<file path="config.mk">
export PLATFORM = sky130hd
export DESIGN_NAME = obi_axil_bridge
export DESIGN_NICKNAME = d
export VERILOG_FILES = /design/src/rtl/obi_axil_bridge.sv
export SDC_FILE = /design/constraint.sdc
export NUM_CORES = 1
export LEC_CHECK = 0
export BUFFER_PORTS_ARGS = -buffer_cell sky130_fd_sc_hd__buf_2
export CAP_MARGIN = 10
export CORE_ASPECT_RATIO = 1.4
export CORE_MARGIN = 1
export CORE_UTILIZATION = 24
export DETAILED_ROUTE_END_ITERATION = 12
export GPL_ROUTABILITY_DRIVEN = 0
export PLACE_DENSITY_LB_ADDON = 0.1
export SETUP_SLACK_MARGIN = 0.4
export SLEW_MARGIN = 20
export SYNTH_ARGS = -nofsm -noshare
export SYNTH_HDL_FRONTEND = slang
export SYNTH_SLANG_ARGS = --single-unit
export TNS_END_PERCENT = 20
</file>
<file path="constraint.sdc">
create_clock -name clk_i -period 3.12 [get_ports clk_i]
set_input_delay 0 -clock clk_i [delete_from_list [all_inputs] [get_ports clk_i]]
set_output_delay 0 -clock clk_i [all_outputs]
set_load 0.1 [all_outputs]
</file>
<file path="src/rtl/obi_axil_bridge.sv">
// obi_axil_bridge
//   OBI-to-AXI4-Lite master bridge with up to MAX_OUTSTANDING transactions
//   in flight. A single issue register drives AR or AW/W. An order FIFO of
//   read/write flags selects which AXI response channel is accepted next, so
//   OBI responses come back in request order.
//
// Ports
//   clk_i, rst_i            clock, synchronous active-high reset
//   obi_req_i/obi_gnt_o     OBI request handshake (gnt is combinational)
//   obi_addr_i/we_i/be_i/wdata_i  OBI request payload
//   obi_rvalid_o/rdata_o/err_o    OBI response, one cycle per transaction
//   aw_*, w_*, b_*          AXI4-Lite write channels
//   ar_*, r_*               AXI4-Lite read channels
module obi_axil_bridge #(
  parameter int ADDR_WIDTH      = 32,
  parameter int DATA_WIDTH      = 32,
  parameter int MAX_OUTSTANDING = 4
) (
  input  logic                    clk_i,
  input  logic                    rst_i,
  input  logic                    obi_req_i,
  output logic                    obi_gnt_o,
  input  logic [ADDR_WIDTH-1:0]   obi_addr_i,
  input  logic                    obi_we_i,
  input  logic [DATA_WIDTH/8-1:0] obi_be_i,
  input  logic [DATA_WIDTH-1:0]   obi_wdata_i,
  output logic                    obi_rvalid_o,
  output logic [DATA_WIDTH-1:0]   obi_rdata_o,
  output logic                    obi_err_o,
  output logic                    aw_valid_o,
  input  logic                    aw_ready_i,
  output logic [ADDR_WIDTH-1:0]   aw_addr_o,
  output logic                    w_valid_o,
  input  logic                    w_ready_i,
  output logic [DATA_WIDTH-1:0]   w_data_o,
  output logic [DATA_WIDTH/8-1:0] w_strb_o,
  input  logic                    b_valid_i,
  output logic                    b_ready_o,
  input  logic [1:0]              b_resp_i,
  output logic                    ar_valid_o,
  input  logic                    ar_ready_i,
  output logic [ADDR_WIDTH-1:0]   ar_addr_o,
  input  logic                    r_valid_i,
  output logic                    r_ready_o,
  input  logic [DATA_WIDTH-1:0]   r_data_i,
  input  logic [1:0]              r_resp_i
);

  localparam int BE_W  = DATA_WIDTH / 8;
  localparam int CNT_W = $clog2(MAX_OUTSTANDING + 1);
  localparam int PTR_W = (MAX_OUTSTANDING > 1) ? $clog2(MAX_OUTSTANDING) : 1;

  // Issue register
  logic                  iss_vld_q, iss_we_q, aw_done_q, w_done_q;
  logic [ADDR_WIDTH-1:0] iss_addr_q;
  logic [BE_W-1:0]       iss_be_q;
  logic [DATA_WIDTH-1:0] iss_wdata_q;

  // Order FIFO (1 = write) and outstanding counter
  logic [MAX_OUTSTANDING-1:0] ord_we_q;
  logic [PTR_W-1:0]           wr_ptr_q, rd_ptr_q;
  logic [CNT_W-1:0]           fifo_cnt_q, out_cnt_q;

  // Response register
  logic                  rvalid_q, err_q;
  logic [DATA_WIDTH-1:0] rdata_q;

  logic ar_hs, aw_hs, w_hs, r_hs, b_hs, iss_done, accept, pop, fifo_empty, head_we;
  logic unused_resp;

  assign unused_resp = r_resp_i[0] ^ b_resp_i[0];

  assign ar_valid_o = iss_vld_q & ~iss_we_q;
  assign aw_valid_o = iss_vld_q & iss_we_q & ~aw_done_q;
  assign w_valid_o  = iss_vld_q & iss_we_q & ~w_done_q;
  assign ar_addr_o  = iss_addr_q;
  assign aw_addr_o  = iss_addr_q;
  assign w_data_o   = iss_wdata_q;
  assign w_strb_o   = iss_be_q;

  assign ar_hs = ar_valid_o & ar_ready_i;
  assign aw_hs = aw_valid_o & aw_ready_i;
  assign w_hs  = w_valid_o & w_ready_i;

  // A write completes once both AW and W have handshaken, in any order.
  assign iss_done = iss_vld_q &
                    (iss_we_q ? ((aw_done_q | aw_hs) & (w_done_q | w_hs)) : ar_hs);

  // The cycle a response is presented releases its slot, so it may grant.
  assign obi_gnt_o = obi_req_i & (~iss_vld_q | iss_done) &
                     ((out_cnt_q < CNT_W'(MAX_OUTSTANDING)) | rvalid_q);
  assign accept    = obi_gnt_o;

  assign fifo_empty = (fifo_cnt_q == '0);
  assign head_we    = ord_we_q[rd_ptr_q];
  assign r_ready_o  = ~fifo_empty & ~head_we;
  assign b_ready_o  = ~fifo_empty & head_we;
  assign r_hs       = r_valid_i & r_ready_o;
  assign b_hs       = b_valid_i & b_ready_o;
  assign pop        = r_hs | b_hs;

  assign obi_rvalid_o = rvalid_q;
  assign obi_rdata_o  = rdata_q;
  assign obi_err_o    = err_q;

  function automatic logic [PTR_W-1:0] ptr_inc(input logic [PTR_W-1:0] p);
    return (p == PTR_W'(MAX_OUTSTANDING - 1)) ? '0 : p + PTR_W'(1);
  endfunction

  always_ff @(posedge clk_i) begin
    if (rst_i) begin
      iss_vld_q   <= 1'b0;
      iss_we_q    <= 1'b0;
      aw_done_q   <= 1'b0;
      w_done_q    <= 1'b0;
      iss_addr_q  <= '0;
      iss_be_q    <= '0;
      iss_wdata_q <= '0;
      ord_we_q    <= '0;
      wr_ptr_q    <= '0;
      rd_ptr_q    <= '0;
      fifo_cnt_q  <= '0;
      out_cnt_q   <= '0;
      rvalid_q    <= 1'b0;
      err_q       <= 1'b0;
      rdata_q     <= '0;
    end else begin
      if (accept) begin
        iss_vld_q   <= 1'b1;
        iss_we_q    <= obi_we_i;
        iss_addr_q  <= obi_addr_i;
        iss_be_q    <= obi_be_i;
        iss_wdata_q <= obi_wdata_i;
        aw_done_q   <= 1'b0;
        w_done_q    <= 1'b0;
      end else if (iss_done) begin
        iss_vld_q <= 1'b0;
      end else begin
        if (aw_hs) aw_done_q <= 1'b1;
        if (w_hs)  w_done_q  <= 1'b1;
      end

      if (accept) begin
        ord_we_q[wr_ptr_q] <= obi_we_i;
        wr_ptr_q           <= ptr_inc(wr_ptr_q);
      end
      if (pop) rd_ptr_q <= ptr_inc(rd_ptr_q);

      case ({accept, pop})
        2'b10:   fifo_cnt_q <= fifo_cnt_q + CNT_W'(1);
        2'b01:   fifo_cnt_q <= fifo_cnt_q - CNT_W'(1);
        default: fifo_cnt_q <= fifo_cnt_q;
      endcase

      case ({accept, rvalid_q})
        2'b10:   out_cnt_q <= out_cnt_q + CNT_W'(1);
        2'b01:   out_cnt_q <= out_cnt_q - CNT_W'(1);
        default: out_cnt_q <= out_cnt_q;
      endcase

      rvalid_q <= pop;
      if (pop) begin
        rdata_q <= r_hs ? r_data_i : '0;
        err_q   <= r_hs ? r_resp_i[1] : b_resp_i[1];
      end else begin
        err_q <= 1'b0;
      end
    end
  end

endmodule

</file>
==> results.md, run 1 <==
- Critical Path RT: 3.45 ns
- RR Endpoint: fifo_cnt_q[2]
- Status: finished, final reports clean
- TritonCTS Buffers: 17
- Fin nets: approximately 950
- Max-slew violations: 0
- Maxcap violations: 0
- Largest net degree at the start of global routing: 77
- Syn nets: roughly 630
- CP peak stage delay: 0.58 ns
- Initial antenna violation count: 0
- GR Util met3: under 10%
- Top cell type's share of synthesized area: 52.8%
- Cells after DPL: 947
- FFs w/ async S/R, synth: 0%
- Final HPWL DP: 8680 um
- Starting density of the core: 24.4%
- Setup CP Type: reg2reg
- CTS tree: yes
- Slew @ Worst Pin: 0.793 ns
- Final Critical Period: between 2 and 3 ns
- CTS max path bufs: 2
- Drt wl/cell: 12.4 um
- Vias in the first global route: 4368
- Skew-Pair Late Insertion Delay: 0.41 ns
- YS warnings: 0
- Leakage: 3.58 nW
- Synth Flop Type: dfxtp_1
- Largest area contributor in the netlist: dfxtp_1
- Hold Path End: rd_ptr_q[0]
- Cell breakdown of the critical path: mux4_2 > mux2i_4 > ha_1 > inv_1 > fa_1 > xor2_1 > or3_1 > a21oi_1
- Unrepaired setup endpoints after global routing: no
- Worst-path fanout max: 4
- Synth top area cells: dfxtp_1 53%, nand2_1 12%, a21oi_1 8.9%
- Worst r2r path cells: 8
- Critical Path AT: about 2.9 ns
- Final setup violating endpoints: 0
- Routed via count: 4563
- Boundary pin count: between 200 and 300
- CTS H-tree lvls: 4
- Area delta synth->final: 65.3%
- Final instance area: 0.00751 mm2
- Most common cell in the synthesized netlist: nand2_1
- Pwr per Cell Area: 908 mW/mm2
- Synth unique cells: 32
- Post-synth EDFFs: 0
- FF-to-FF Start: rd_ptr_q[0]
- Global-route wire length before repair: 21100 um
- Max Freq: 392 MHz
- Tightest Hold Check Type: in2reg
- Met2 Use GR: about 25%
- DRC errors left: 0
- Fin Setup TNS: 0 ns
- Cell Area, Synth: 0.00455 mm2
- Core area: 0.0186 mm2
- WL final: 13500 um
- Hold depth: 5
- # rows: about 60
- Overflow left after global routing: 0
- Worst-path clk slew: approximately 0.06 ns
- Post-Layout Cell Count: 1088
- DR pass1 iterations: 4
- Clk root buf: clkbuf_16
- Synthesized instance count: 512
- Rel. slew slack: 47.2%
- Busiest grt layer: met2
- Die ar.: 0.0195 mm2
- DP Area: 0.00578 mm2
- Period utilization: 81.7%
- Clock sinks: 120
- Fin. Hold Viols: 0
- Synth Register Bits: 120
- Antenna diodes: 0
- Die W: roughly 120 um
- Number of DRC markers in iteration 0: 149
- Worst hold start: b_valid_i
- Worst Setup SP: rd_ptr_q[0]
- Die height: 165 um
- Synth cell count leaders: 144 x nand2_1, 120 x dfxtp_1, 81 x a21oi_1
- Reg2reg setup slack: 0.57 ns
- Startpoint types: register
- Max IR drop VDD: 0.373 mV
- Setup skew after layout: 0.0121 ns
- Crit. End Element: register
- Post-layout util: 40.4%
- Share of cells above drive strength 1: 35.1%
- Seq/Total Area, Yosys: 52.8%
- Total Routing Usage GR: a little over an eighth
- Met1 Use GR: 15.2%
- CP max stage cell: mux4_2
- Vias/cell: 4.19
- Detail Route Antenna Nets: 0
- Port buffer count: between 200 and 300
- Mean post-synth cell area: 8.88 um2
[worst max-delay path: cells and delay by family, from the launching register on]
kind,cells,cell delay (ns)
compound gates,1,0.15
simple gates,1,0.31
xor+xnor,1,0.16
buf+inv,1,0.06
mux,2,0.82
flops,1,0.39
fa+ha+maj,2,0.59
[logic make-up (layout without fill, tap and decap cells)]
group / Yosys count / in the layout / synth area share (%)
buf+inv: 74 / 406 / 9.52
xor+xnor: 4 / 4 / 0.771
mux: 7 / 7 / 2.09
flops: 120 / 120 / 52.8
compound gates: 123 / 123 / 16.5
fa+ha+maj: 9 / 9 / 2.81
simple gates: 175 / 175 / 15.5
[flip-flops by register name (all words and copies together) (netlist names)]
name	cells
aw_done_q	1
wr_ptr_q	2
obi_rvalid_o	1
ord_we_q	4
fifo_cnt_q	3
ar_addr_o	32
w_done_q	1
w_data_o	32
out_cnt_q	3
rd_ptr_q	2
obi_err_o	1
w_strb_o	4
iss_vld_q	1
obi_rdata_o	32
iss_we_q	1
[report_power, final]
| group | internal, mW | switching [mW] |
|---|---|---|
| clock network | 1.36 | 0.756 |
| logic | 0.579 | 2.23 |
| registers | 1.76 | 0.144 |
| total | 3.70 | 3.13 |
[per-layer routing]
layer  part of all wire [%]  vias to the layer above
li1                       -                     2307
met1                     42                     2113
met2                     52                      134
met3                    4.8                        9
met4                    1.1                        0
met5                      0                        -
[metrics by stage]
step                hold WS [ns]  power, mW  setup slack [ns]
global route               0.153       7.13             0.420
finish                     0.128       6.82             0.569
global placement           0.219       4.61             0.479
CTS                        0.130       6.90             0.401
detailed placement         0.220       4.63             0.413
floorplan                  0.133       4.28             0.577
[placed cells by master, fill, tap and decap left out, drive strengths merged]
cell and count:
o22a 1, a21oi 81, mux2i 6, o21ai 6, dfxtp 120, xor2 3
or3b 1, nor3 4, dlygate4sd3 107, nand3 5, or3 2, clkbuf 17
ha 7, nand2 144, fa 2, o2111ai 1, o31ai 2, a22o 32
and2b 1, bufinv 4, buf 257, clkinv 6, mux4 1, nor2b 3
nand2b 1, inv 15, xnor2 1, nor2 14
[worst max-delay path by stage]
stage,end,slack (ns),depth (start not counted)
2_1_floorplan,out_cnt_q[2],0.58,8
3_3_place_gp,fifo_cnt_q[2],0.48,8
3_5_place_dp,fifo_cnt_q[2],0.41,8
4_1_cts,fifo_cnt_q[2],0.40,8
5_1_grt,fifo_cnt_q[2],0.42,8
6_report,fifo_cnt_q[2],0.57,8
[repair_timing]
action | 4_1_cts | 5_1_grt
endpoints found under the setup margin | 1 | 1
buffers inserted | 0 | 2
hold endpoints to repair | 109 | 0
resized for setup | 1 | 0
hold buffers | 107 | 0
[area by class of cell]
cell class	count	area (um2)
clock buffer	17	425
tap	244	305
fill	1924	11100
multi-input combinational	318	1730
sequential	120	2400
clock inverter	15	215
timing repair buffer	364	2390
inverter	10	37.5
(Power assumes the default switching activity.)
==> run 2, diff against run 1 <==
==> constraint.sdc (replaced) <==
create_clock -name clk_i -period 2.6 [get_ports clk_i]
set_input_delay 0 -clock clk_i [delete_from_list [all_inputs] [get_ports clk_i]]
set_output_delay 0 -clock clk_i [all_outputs]
set_load 0.1 [all_outputs]
==> run 2 against run 1 <==
Effect of this change:
- combinational power increased by 22%
- global-route usage increased by 0.11 points
- largest power group unchanged
- worst setup slack got worse by 0.26 ns
==> results.md, run 2 (synthesis results as in run 1) <==
- Status: finished, final reports clean (unchanged)
- Area delta synth->final: 66.0% (was 65.3%)
- Max IR drop VDD: 0.404 mV (was 0.373 mV)
- Final Critical Period: 2.29 ns (was 2.55 ns)
- FF-to-FF Start: rd_ptr_q[0] (unchanged)
- Tightest Hold Check Type: in2reg (unchanged)
- Slew @ Worst Pin: 0.504 ns (was 0.793 ns)
- # rows: 59 (unchanged)
- Worst hold start: b_valid_i (unchanged)
- CP max stage cell: mux4_2 (unchanged)
- Fin Setup TNS: 0 ns (unchanged)
- Reg2reg setup slack: 0.31 ns (was 0.57 ns)
- Commonest non-fill, non-tap cell in the layout: buf_2 (unchanged)
- Share of cells above drive strength 1: 36.0% (was 35.1%)
- Worst-path fanout max: 2 (was 4)
- Internal Power: 4.28 mW (was 3.70 mW)
- Switching pwr: 3.77 mW (was 3.13 mW)
- Period utilization: 88.3% (was 81.7%)
- Max-slew violations: 0 (unchanged)
- Detail Route Antenna Nets: 0 (unchanged)
- Overflow left after global routing: 0 (unchanged)
- Die ar.: 0.0195 mm2 (unchanged)
- Overall power: 8.05 mW (was 6.82 mW)
- DP Area: 0.00583 mm2 (was 0.00578 mm2)
- Cell breakdown of the critical path: mux4_2 > mux2i_4 > ha_2 > inv_2 > fa_2 > xor2_1 > or3_1 > a21oi_1 (was mux4_2 > mux2i_4 > ha_1 > inv_1 > fa_1 > xor2_1 > or3_1 > a21oi_1)
- Switching share of total power: 46.8% (was 45.8%)
- Maxcap violations: 0 (unchanged)
- Startpoint types: register (unchanged)
- Port buffer count: 250 (unchanged)
- Vias in the first global route: 4625 (was 4368)
- Worst-path clk slew: 0.06 ns (about the same)
- Leakage: 3.59 nW (was 3.58 nW)
- Critical Path AT: 2.63 ns (was 2.88 ns)
- Critical Path RT: 2.93 ns (was 3.45 ns)
- CTS H-tree lvls: 4 (unchanged)
- Antenna diodes: 0 (unchanged)
- Skew-Pair Late Insertion Delay: 0.41 ns (about the same)
- CTS tree: yes (unchanged)
- Hold depth: 5 (unchanged)
- Initial antenna violation count: 0 (unchanged)
- Pwr per Cell Area: 1070 mW/mm2 (was 908 mW/mm2)
- CP peak stage delay: 0.56 ns (was 0.58 ns)
- Total Routing Usage GR: 13.8% (was 13.7%)
- Clock network power share: 29.2% (was 31.0%)
- Vias/cell: 4.25 (was 4.19)
- Final setup violating endpoints: 0 (unchanged)
- Combinational share of power: 42.5% (was 41.1%)
- Seq pwr share: 28.4% (was 27.9%)
- TritonCTS Buffers: 17 (unchanged)
- RR Endpoint: fifo_cnt_q[2] (unchanged)
- Rel. slew slack: 66.6% (was 47.2%)
- Drt wl/cell: 12.3 um (was 12.4 um)
- Setup skew after layout: 0.00870 ns (was 0.0121 ns)
- Unrepaired setup endpoints after global routing: yes (was no)
- Global-route wire length before repair: 21500 um (was 21100 um)
- Hold Slack: 0.244 ns (was 0.128 ns)
- Hold Path End: obi_rvalid_o (was rd_ptr_q[0])
- Clock sinks: 120 (unchanged)
- WL final: 13400 um (was 13500 um)
- Die W: 118 um (unchanged)
- Number of DRC markers in iteration 0: 133 (was 149)
- Fin. Hold Viols: 0 (unchanged)
- Starting density of the core: 24.4% (unchanged)
- Crit. End Element: register (unchanged)
- Final HPWL DP: 8770 um (was 8680 um)
- Leading cell types in the layout, fill and taps excluded: 249 x buf_2, 144 x nand2_1, 118 x dfxtp_1 (was 249 x buf_2, 144 x nand2_1, 119 x dfxtp_1)
- DR pass1 iterations: 4 (unchanged)
- Core area: 0.0186 mm2 (unchanged)
- Routed via count: 4653 (was 4563)
- Fin nets: 960 (was 953)
- Setup CP Type: reg2reg (unchanged)
- Max Freq: 436 MHz (was 392 MHz)
- Largest net degree at the start of global routing: 60 (was 77)
- CTS max path bufs: 2 (unchanged)
- Clk root buf: clkbuf_16 (unchanged)
- DRC errors left: 0 (unchanged)
- Worst r2r path cells: 8 (unchanged)
- Die height: 165 um (unchanged)
- Boundary pin count: 253 (unchanged)
- Final instance area: 0.00754 mm2 (was 0.00751 mm2)
==> run 2: timing repair <==
action,CTS,global route
setup buffers,3,0
hold buffers,108,0
gates resized for setup,5,0
endpoints found under the hold margin,113,0
pin swaps,0,0
setup endpoints to repair,55,4
==> run 2: per-stage QoR <==
step	utilization, %	setup WS, ns	instances
after floorplan	-	0.189	512
after global placement	31.3	0.128	952
after detailed placement	31.3	0.103	952
after CTS	40.6	0.285	1095
after global routing	40.6	0.198	1095
final	40.6	0.305	1095
==> run 2: final cells by class <==
type,instances,area (um2)
Clock buffer,17,425
Fill cell,1943,11100
Multi-Input combinational cell,318,1740
Sequential cell,120,2410
Inverter,10,37.5
Clock inverter,15,168
Tap cell,244,305
Timing Repair Buffer,371,2460
==> run 2: metal layers <==
layer	vias up	wire, um	track usage [%]
met5	-	0	0
li1	2324	-	-
met3	11	687	4.04
met1	2175	5540	14.6
met4	0	182	5.65
met2	143	7000	25.4
==> run 2: worst max-delay path by stage <==
stage / end / slack (ns) / startpoint / cells past startpoint
after floorplan: fifo_cnt_q[2] / 0.19 / rd_ptr_q[0] / 8
after global placement: fifo_cnt_q[2] / 0.13 / rd_ptr_q[0] / 8
after detailed placement: fifo_cnt_q[2] / 0.10 / rd_ptr_q[0] / 8
after CTS: fifo_cnt_q[2] / 0.28 / rd_ptr_q[0] / 8
after global routing: fifo_cnt_q[2] / 0.20 / rd_ptr_q[0] / 8
final: fifo_cnt_q[2] / 0.31 / rd_ptr_q[0] / 8
==> run 2: worst max-delay path, delay by kind of cell, from the launching register on <==
family | cells | cell delay (ns)
AO/OA/AOI/OAI | 1 | 0.11
adder cells (fa/ha/maj) | 2 | 0.52
buffers and inverters | 1 | 0.04
flip-flops | 1 | 0.34
AND/OR/NAND/NOR | 1 | 0.30
XOR/XNOR | 1 | 0.15
multiplexers | 2 | 0.76
==> run 2: power by group through the flow <==
stage	registers [mW]	logic, mW	clock network [mW]
6_report	2.28	3.42	2.35
5_1_grt	2.33	3.59	2.52
4_1_cts	2.29	3.45	2.44
3_5_place_dp	2.33	3.27	0
3_3_place_gp	2.32	3.25	0
2_1_floorplan	3.93	1.22	0
==> run 3, diff against run 2 <==
--- a/config.mk
+++ b/config.mk
@@ -9,7 +9,7 @@
 export CAP_MARGIN = 10
 export CORE_ASPECT_RATIO = 1.4
 export CORE_MARGIN = 1
-export CORE_UTILIZATION = 24
+export CORE_UTILIZATION = 44
 export DETAILED_ROUTE_END_ITERATION = 12
 export GPL_ROUTABILITY_DRIVEN = 0
 export PLACE_DENSITY_LB_ADDON = 0.1
==> run 3 against run 2 <==
Effect of this change:
- first-iteration DRC count grew 20%
- hold slack worse by 0.14 ns
- die area down 45%
- worst setup slack worse by 0.020 ns
- power decreased by 0.54%
- fmax is 0.87% lower
- non-clock buffer count is the same
- count of clock-buffer cells in the layout rose by 7
- clock skew about the same
- critical path depth is the same
- final cell count is 10% lower
- sequential share of layout area is 0.71 points higher
==> results.md, run 3 (synthesis results as in run 1) <==
- Status: finished, final reports clean (unchanged)
- Busiest grt layer: met2 (unchanged)
- Max Freq: 432 MHz (was 436 MHz)
- Met1 Use GR: 27.2% (was 14.6%)
- Largest net degree at the start of global routing: 44 (was 60)
- Boundary pin count: 253 (unchanged)
- Initial antenna violation count: 0 (unchanged)
- Final instance area: 0.00738 mm2 (was 0.00754 mm2)
- Clk root buf: clkbuf_16 (unchanged)
- Leakage: 3.58 nW (was 3.59 nW)
- Seq pwr share: 28.6% (was 28.4%)
- Share of cells above drive strength 1: 35.6% (was 36.0%)
- Critical Path AT: 2.65 ns (was 2.63 ns)
- Vias/cell: 4.77 (was 4.25)
- Skew-Pair Late Insertion Delay: 0.41 ns (about the same)
- Die ar.: 0.0107 mm2 (was 0.0195 mm2)
- CTS max path bufs: 2 (unchanged)
- Final Critical Period: 2.31 ns (was 2.29 ns)
- Drt wl/cell: 13.8 um (was 12.3 um)
- Crit. End Element: register (unchanged)
- Multi-input logic area: 0.00174 mm2 (about the same)
- Switching share of total power: 45.9% (was 46.8%)
- Antenna diodes: 0 (unchanged)
- Cells after DPL: 843 (was 952)
- Clock sinks: 120 (unchanged)
- Maxcap violations: 0 (unchanged)
- Worst Setup SP: rd_ptr_q[0] (unchanged)
- Commonest non-fill, non-tap cell in the layout: buf_2 (unchanged)
- Slew @ Worst Pin: 0.652 ns (was 0.504 ns)
- Internal Power: 4.34 mW (was 4.28 mW)
- Unrepaired setup endpoints after global routing: yes (unchanged)
- Port buffer count: 250 (unchanged)
- Worst hold start: rst_i (was b_valid_i)
- Post-Layout Cell Count: 986 (was 1095)
- Clock network power share: 28.3% (was 29.2%)
- Max IR drop VDD: 0.554 mV (was 0.404 mV)
- Switching pwr: 3.67 mW (was 3.77 mW)
- Final HPWL DP: 8190 um (was 8770 um)
- DR pass1 iterations: 5 (was 4)
- Fin Setup TNS: 0 ns (unchanged)
- Register area: 0.00241 mm2 (unchanged)
- Place WS: 0.183 ns (was 0.103 ns)
- Worst-path clk slew: 0.05 ns (was 0.06 ns)
- Pwr per Cell Area: 1090 mW/mm2 (was 1070 mW/mm2)
- Met2 Use GR: 44.3% (was 25.4%)
- Global-route wire length before repair: 20700 um (was 21500 um)
- Routed via count: 4700 (was 4653)
- Fillers: 726 (was 1943)
- Fin nets: 960 (unchanged)
- Number of DRC markers in iteration 0: 159 (was 133)
- Setup skew after layout: 0.00897 ns (was 0.00870 ns)
- Vias in the first global route: 4507 (was 4625)
- Final setup violating endpoints: 0 (unchanged)
- TritonCTS Buffers: 17 (unchanged)
- GR Util met3: 8.07% (was 4.04%)
- Combinational share of power: 43.1% (was 42.5%)
- Fin. Hold Viols: 0 (unchanged)
- Leading cell types in the layout, fill and taps excluded: 249 x buf_2, 144 x nand2_1, 118 x dfxtp_1 (unchanged)
- Area delta synth->final: 62.3% (was 66.0%)
- Hold Slack: 0.103 ns (was 0.244 ns)
- Worst-path fanout max: 2 (unchanged)
- FF-to-FF Start: rd_ptr_q[0] (unchanged)
- Total Routing Usage GR: 24.8% (was 13.8%)
- Max-slew violations: 0 (unchanged)
- Core area: 0.00995 mm2 (was 0.0186 mm2)
- Critical Path RT: 2.94 ns (was 2.93 ns)
- Startpoint types: register (unchanged)
- Detail Route Antenna Nets: 0 (unchanged)
- CTS H-tree lvls: 4 (unchanged)
- Period utilization: 89.0% (was 88.3%)
- Setup CP Type: reg2reg (unchanged)
- Die W: 87.9 um (was 118 um)
- # rows: 43 (was 59)
- Die height: 122 um (was 165 um)
- Tightest Hold Check Type: in2reg (unchanged)
- DRC errors left: 0 (unchanged)
- Setup ws final: 0.285 ns (was 0.305 ns)
- Starting density of the core: 45.7% (was 24.4%)
- DP Area: 0.00569 mm2 (was 0.00583 mm2)
- Rel. slew slack: 56.5% (was 66.6%)
- Overflow left after global routing: 0 (unchanged)
- WL final: 13600 um (was 13400 um)
- CTS tree: yes (unchanged)
-- run 3: repair_timing --
item                                    CTS  global route
pin swaps                                 0             0
setup buffers                             3             1
endpoints found under the setup margin    3             4
hold buffers                            107             0
cloned                                    0             0
hold endpoints to repair                109             0
resized for setup                         0             2
-- run 3: critical path, stage by stage, from the launching register on --
cell and delay (ns):
dfxtp_2 0.33, mux4_2 0.55, mux2i_4 0.19, ha_2 0.20, inv_1 0.05, fa_2 0.33
xor2_1 0.15, or3_1 0.33, a21oi_2 0.12
-- run 3: stage by stage --
| stage | power, mW | utilization [%] |
|---|---|---|
| final | 8.01 | 74.1 |
| after global routing | 8.35 | 74.1 |
| after CTS | 8.03 | 74.0 |
| after global placement | 5.54 | 57.2 |
| after floorplan | 5.14 | - |
| after detailed placement | 5.59 | 57.2 |
-- run 3: final cells by class --
class	instances	share of cell area, %
timing repair buffer	371	33.1
sequential	120	32.6
tap	135	2.29
clock buffer	24	6.53
clock inverter	8	1.29
multi-input combinational	318	23.6
inverter	10	0.509
-- run 3: power by group through the flow --
stage	clock, mW	sequential, mW	combinational [mW]
4_1_cts	2.31	2.28	3.44
3_5_place_dp	0	2.32	3.27
6_report	2.26	2.29	3.45
3_3_place_gp	0	2.31	3.23
5_1_grt	2.41	2.32	3.61
2_1_floorplan	0	3.93	1.22
-- run 3: worst paths after layout --
kind	to	slack (ns)	cells after the start
max	fifo_cnt_q[2]	0.29	8
min	fifo_cnt_q[1]	0.10	2
max reg2reg	fifo_cnt_q[2]	0.29	8
min reg2reg	w_data_o[19]	0.45	2
-- run 3: routing by layer --
metal  wire length, um  part of all wire, %
met5                 0                    0
met3              1000                  7.4
met2              7180                   53
met1              5240                   39
met4               165                  1.2
